$ cat config.mk
export PLATFORM = sky130hd
export DESIGN_NAME = addsub_driver
export DESIGN_NICKNAME = d
export VERILOG_FILES = /design/src/rtl/addsub_driver.sv
export SDC_FILE = /design/constraint.sdc
export NUM_CORES = 1
export LEC_CHECK = 0
export BUFFER_PORTS_ARGS = -buffer_cell sky130_fd_sc_hd__buf_4
export CORE_MARGIN = 1
export CORE_UTILIZATION = 55
export DETAILED_ROUTE_END_ITERATION = 6
export PLACE_DENSITY_LB_ADDON = 0.15
export SYNTH_ARGS = -nofsm -noshare
export SYNTH_HDL_FRONTEND = slang
export SYNTH_SLANG_ARGS = --single-unit
$ cat constraint.sdc
create_clock -name clk -period 2 [get_ports clk]
set_input_delay 0.5 -clock clk [delete_from_list [all_inputs] [get_ports clk]]
set_output_delay 0.5 -clock clk [all_outputs]
set_load 0.01 [all_outputs]
$ cat src/rtl/addsub_driver.sv
// Request/response wrapper around the registered addsub unit: drives operands into it,
// shadows the expected result through the unit latency and queues checked results.
module addsub_driver #(
    parameter int WIDTH = 8,
    parameter int DEPTH = 4
) (
    input  logic             clk,
    input  logic             rst_n,
    input  logic             req_valid,
    output logic             req_ready,
    input  logic [WIDTH-1:0] req_a,
    input  logic [WIDTH-1:0] req_b,
    input  logic             req_add,
    output logic [WIDTH-1:0] drv_dataa,
    output logic [WIDTH-1:0] drv_datab,
    output logic             drv_add_sub,
    input  logic [WIDTH-1:0] unit_result,
    output logic             rsp_valid,
    input  logic             rsp_ready,
    output logic [WIDTH-1:0] rsp_data,
    output logic             rsp_carry,
    output logic             rsp_err,
    output logic             err_sticky
);

    localparam int AW = (DEPTH > 1) ? $clog2(DEPTH) : 1;
    localparam int CW = AW + 1;
    localparam int UW = CW + 1;

    // Handshakes: a transfer happens on a rising edge where valid and ready are both high.
    // req_ready depends only on registered occupancy; rsp_* hold while rsp_valid & !rsp_ready.

    logic             w_accept;
    logic             w_push;
    logic             w_pop;
    logic [WIDTH:0]   w_sum_ext;
    logic [WIDTH:0]   w_dif_ext;
    logic [WIDTH:0]   w_exp_ext;
    logic             w_mismatch;
    logic [UW-1:0]    w_used;

    logic [WIDTH-1:0] r_dataa;
    logic [WIDTH-1:0] r_datab;
    logic             r_add_sub;

    logic             r_s1;
    logic [WIDTH-1:0] r_exp1;
    logic             r_carry1;
    logic             r_s2;
    logic [WIDTH-1:0] r_exp2;
    logic             r_carry2;

    logic [WIDTH-1:0] r_mem_data  [DEPTH];
    logic             r_mem_carry [DEPTH];
    logic             r_mem_err   [DEPTH];
    logic [AW-1:0]    r_wr_ptr;
    logic [AW-1:0]    r_rd_ptr;
    logic [CW-1:0]    r_count;
    logic             r_err_sticky;

    // Borrow of A-B is the top bit of the zero-extended difference.
    assign w_sum_ext  = {1'b0, req_a} + {1'b0, req_b};
    assign w_dif_ext  = {1'b0, req_a} - {1'b0, req_b};
    assign w_exp_ext  = req_add ? w_sum_ext : w_dif_ext;

    assign w_used     = UW'(r_s1) + UW'(r_s2) + UW'(r_count);
    assign req_ready  = (w_used < UW'(DEPTH));

    assign w_accept   = req_valid & req_ready;
    assign w_push     = r_s2;
    assign w_pop      = rsp_valid & rsp_ready;
    assign w_mismatch = (unit_result != r_exp2);

    // Operand registers feeding addsub; they keep their value while idle.
    always_ff @(posedge clk or negedge rst_n) begin
        if (!rst_n) begin
            r_dataa   <= '0;
            r_datab   <= '0;
            r_add_sub <= 1'b0;
        end else if (w_accept) begin
            r_dataa   <= req_a;
            r_datab   <= req_b;
            r_add_sub <= req_add;
        end
    end

    assign drv_dataa   = r_dataa;
    assign drv_datab   = r_datab;
    assign drv_add_sub = r_add_sub;

    // Shadow pipeline tracking the unit's latency with the locally expected answer.
    always_ff @(posedge clk or negedge rst_n) begin
        if (!rst_n) begin
            r_s1     <= 1'b0;
            r_exp1   <= '0;
            r_carry1 <= 1'b0;
            r_s2     <= 1'b0;
            r_exp2   <= '0;
            r_carry2 <= 1'b0;
        end else begin
            r_s1 <= w_accept;
            if (w_accept) begin
                r_exp1   <= w_exp_ext[WIDTH-1:0];
                r_carry1 <= w_exp_ext[WIDTH];
            end
            r_s2 <= r_s1;
            if (r_s1) begin
                r_exp2   <= r_exp1;
                r_carry2 <= r_carry1;
            end
        end
    end

    // Response FIFO storage; credit accounting guarantees a free slot on every push.
    always_ff @(posedge clk or negedge rst_n) begin
        if (!rst_n) begin
            for (int i = 0; i < DEPTH; i++) begin
                r_mem_data[i]  <= '0;
                r_mem_carry[i] <= 1'b0;
                r_mem_err[i]   <= 1'b0;
            end
        end else if (w_push) begin
            r_mem_data[r_wr_ptr]  <= unit_result;
            r_mem_carry[r_wr_ptr] <= r_carry2;
            r_mem_err[r_wr_ptr]   <= w_mismatch;
        end
    end

    always_ff @(posedge clk or negedge rst_n) begin
        if (!rst_n) begin
            r_wr_ptr <= '0;
            r_rd_ptr <= '0;
            r_count  <= '0;
        end else begin
            if (w_push) begin
                r_wr_ptr <= r_wr_ptr + AW'(1);
            end
            if (w_pop) begin
                r_rd_ptr <= r_rd_ptr + AW'(1);
            end
            case ({w_push, w_pop})
                2'b10:   r_count <= r_count + CW'(1);
                2'b01:   r_count <= r_count - CW'(1);
                default: r_count <= r_count;
            endcase
        end
    end

    always_ff @(posedge clk or negedge rst_n) begin
        if (!rst_n) begin
            r_err_sticky <= 1'b0;
        end else if (w_push && w_mismatch) begin
            r_err_sticky <= 1'b1;
        end
    end

    assign err_sticky = r_err_sticky;
    assign rsp_valid  = (r_count != '0);
    assign rsp_data   = rsp_valid ? r_mem_data[r_rd_ptr]  : '0;
    assign rsp_carry  = rsp_valid ? r_mem_carry[r_rd_ptr] : 1'b0;
    assign rsp_err    = rsp_valid ? r_mem_err[r_rd_ptr]   : 1'b0;

endmodule
==> metrics.yaml <==
cts:
  clock-sinks: 85
  htreeDepth: 3
  clk_pin_slew_worst_paths_ns: 0.08
  clockBufferDepth: 2
  clock_latency_ns: 0.35
  cts_root_buf: "clkbuf_8"
  cts_hold_buf: 0
  cts_tree: "yes"
  cts_inserted_buffers: 9
synthesis:
  synth_area_leader_cell: "dfrtp_1"
  synth_area_leaders: "dfrtp_1 51%, mux2_2 12%, nand2_1 5.8%, mux4_2 5.4%, ha_1 4.5%"
  yosysTopAreaCellShare_pct: 50.9
  yosysWarnings: 0
  synth_edf_count: 0
  syn_nets: 395
  seq_area_frac_synth_pct: 50.9
  ys_async_sr_fraction_pct: 100
  avgSynthCellArea_um2: 12.0
  synth_cell_type_count: 38
  synthCells: 349
  syn_area_um2: 4180
  synth_flop_cell: "dfrtp_1"
  ys_ff_latch: 85
timing:
  hold_viol_final: 0
  max_freq_ghz: 0.462
  finalMaxSlewViolations: 0
  finClkSkew_ns: 0.0127
  rsz0062_at_grt: "yes"
  setup_viol: 11
  min_period_ns: 2.17
  fin_ws_ns: -0.166
  min_period_over_period_pct: 108
  slew_headroom_pct: 62.5
  worst_pin_slew_ns: 0.561
floorplanning:
  start_util_pct: 57.3
  die_y_um: 89.2
  dieWidth_um: 89.2
  io-pin-count: 59
  die_area_um2: 7960
  core_um2: 7290
  num_rows: 31
power_and_ir_drop:
  ir_drop_v: 0.000877
  p_total_mw: 8.46
  leakage_nw: 2.60
  p_per_area_nw_per_um2: 1550
setup_path:
  cp-startpoint: "r_rd_ptr[0]"
  reg2reg_slack_ns: 0.12
  critPathMaxFanout: 8
  path_cells: "buf_12, mux4_2, and2_4, buf_6"
  crit_type: "reg2out"
  cp.arrival_ns: 1.67
  reg2reg_to: "r_count[2]"
  slowest_delay_ns: 0.50
  cp_data_required_time_ns: 1.50
  setup.worst_path.end: "rsp_data[7]"
  critPathLaunchType: "flop"
  slowest_stage: "mux4_2"
  r2r-start: "r_count[0]"
  cp-end-kind: "primary output"
  reg2reg_depth: 8
route:
  drt_iter0_markers: 83
  drc: 0
  ant_nets: 0
  routed_wl_um: 8190
  drtPass1Iterations: 4
  wl_per_cell_um: 14.9
  vias: 2854
  via_per_inst: 5.18
finish:
  antenna_cells: 0
  layout_commonest_cell: "dfrtp_1"
  final_cell_mix: "84 x dfrtp_1, 78 x buf_4, 65 x nand2_1, 45 x mux2_2, 21 x buf_6"
  fin_nets: 493
  syn_to_final_growth_pct: 31.0
  fin_cells: 551
  drive_gt1_share_pct: 47.1
place:
  gp_congestion: 0.825
  numPortBuffers: 58
  dp_cells: 528
  dp_hpwl_um: 6030
global_routing:
  grt_pass1_vias: 2871
  grt_pass1_wl_um: 13300
  overflow: 0
  grt_usage_pct: 22.6
  antenna_found_initial: 0
  grt_max_degree: 33
flow_run:
  max-cap-violations: 0
status:
  status: "complete, but fails checks"
  violations: "negative setup slack"
min_path:
  hp-class: "in2async"
-- per-stage QoR --
stage | setup slack (ns) | cell area, um2 | hold WS (ns) | utilization (%) | setup TNS, ns
detailed placement | -0.380 | 5010 | 0.464 | 68.7 | -1.61
floorplan | -0.199 | 4260 | 0.204 | - | -0.368
global route | -0.241 | 5480 | 0.0875 | 75.1 | -2.33
CTS | -0.217 | 5390 | 0.0753 | 73.9 | -2.08
global placement | -0.363 | 5010 | 0.457 | 68.7 | -1.51
finish | -0.166 | 5480 | 0.0772 | 75.1 | -1.53
-- repair_timing --
item	CTS	global route
setup buffers	6	1
resized for setup	28	20
setup endpoints to repair	14	40
pin swaps	19	10
-- synthesized netlist by cell type (2+ instances only) --
library cell,instances
a21oi_1,6
nor2_1,9
o21ai_0,7
buf_4,2
mux2_2,46
fa_1,2
mux4_2,10
o21bai_1,2
nand2b_1,3
or3_1,2
clkbuf_1,3
dfrtp_1,85
nand2_1,65
xnor2_1,10
o21ai_2,4
a31oi_1,2
buf_2,5
nand4_1,2
nor3_1,3
nand2_2,2
xor2_1,16
o21ai_1,7
buf_6,5
ha_1,15
and2_1,11
inv_1,11
a21o_1,3
-- logic make-up after synthesis --
family	count (synthesis)	share of synthesized area, %
buffers and inverters	27	3.65
xor gates and xnor gates	26	5.45
and+or+nand+nor	98	10.1
adders and majority gates	17	5.45
muxes	57	18.0
DFF	85	50.9
AOI/OAI and AO/OA	39	6.43
-- sequential cells by signal, indices dropped and copies added (netlist names) --
| signal | cells |
|---|---|
| r_mem_carry | 4 |
| r_mem_data | 32 |
| r_mem_err | 4 |
| r_s1 | 1 |
| r_rd_ptr | 2 |
| r_s2 | 1 |
| r_carry2 | 1 |
| drv_add_sub | 1 |
| r_exp2 | 8 |
| drv_datab | 8 |
| r_carry1 | 1 |
| r_exp1 | 8 |
| r_count | 3 |
| drv_dataa | 8 |
| err_sticky | 1 |
| r_wr_ptr | 2 |
-- critical path, delay by kind of cell (launching register included) --
kind	cells	cell delay (ns)
muxes	1	0.50
buffers and inverters	2	0.26
and+or+nand+nor	1	0.15
DFF	1	0.41
-- layout make-up --
class	instances	area, um2
Inverter	12	65.1
Fill cell	547	1820
Sequential cell	85	2130
Clock buffer	10	138
Clock inverter	6	95.1
Multi-Input combinational cell	237	2050
Timing Repair Buffer	102	877
Tap cell	99	124
-- report_power, final --
| part | total (mW) | internal (mW) | leakage, nW | switching [mW] |
|---|---|---|---|---|
| clock network | 1.37 | 0.748 | 0.117 | 0.624 |
| logic | 4.03 | 2.45 | 1.46 | 1.58 |
| registers | 3.06 | 2.56 | 1.02 | 0.494 |
-- how the worst min path moves through the flow --
stage | slack (ns) | endpoint | depth (start not counted) | from
after floorplan | 0.20 | drv_add_sub | 0 | rst_n
after global placement | 0.46 | r_exp1[0] | 2 | r_exp1[0]
after detailed placement | 0.46 | drv_dataa[5] | 2 | drv_dataa[5]
after CTS | 0.08 | r_mem_data[30] | 1 | rst_n
after global routing | 0.09 | r_mem_data[30] | 1 | rst_n
final | 0.08 | r_mem_data[15] | 1 | rst_n
-- per-layer routing --
layer	vias to the layer above	global-route usage, %	part of all wire, %
li1	1388	-	-
met1	1389	26.7	42
met2	64	40.2	53
met3	13	4.99	3.8
met4	0	9.24	1.7
met5	-	0	0
No activity file was read; power rests on OpenSTA's default activity.
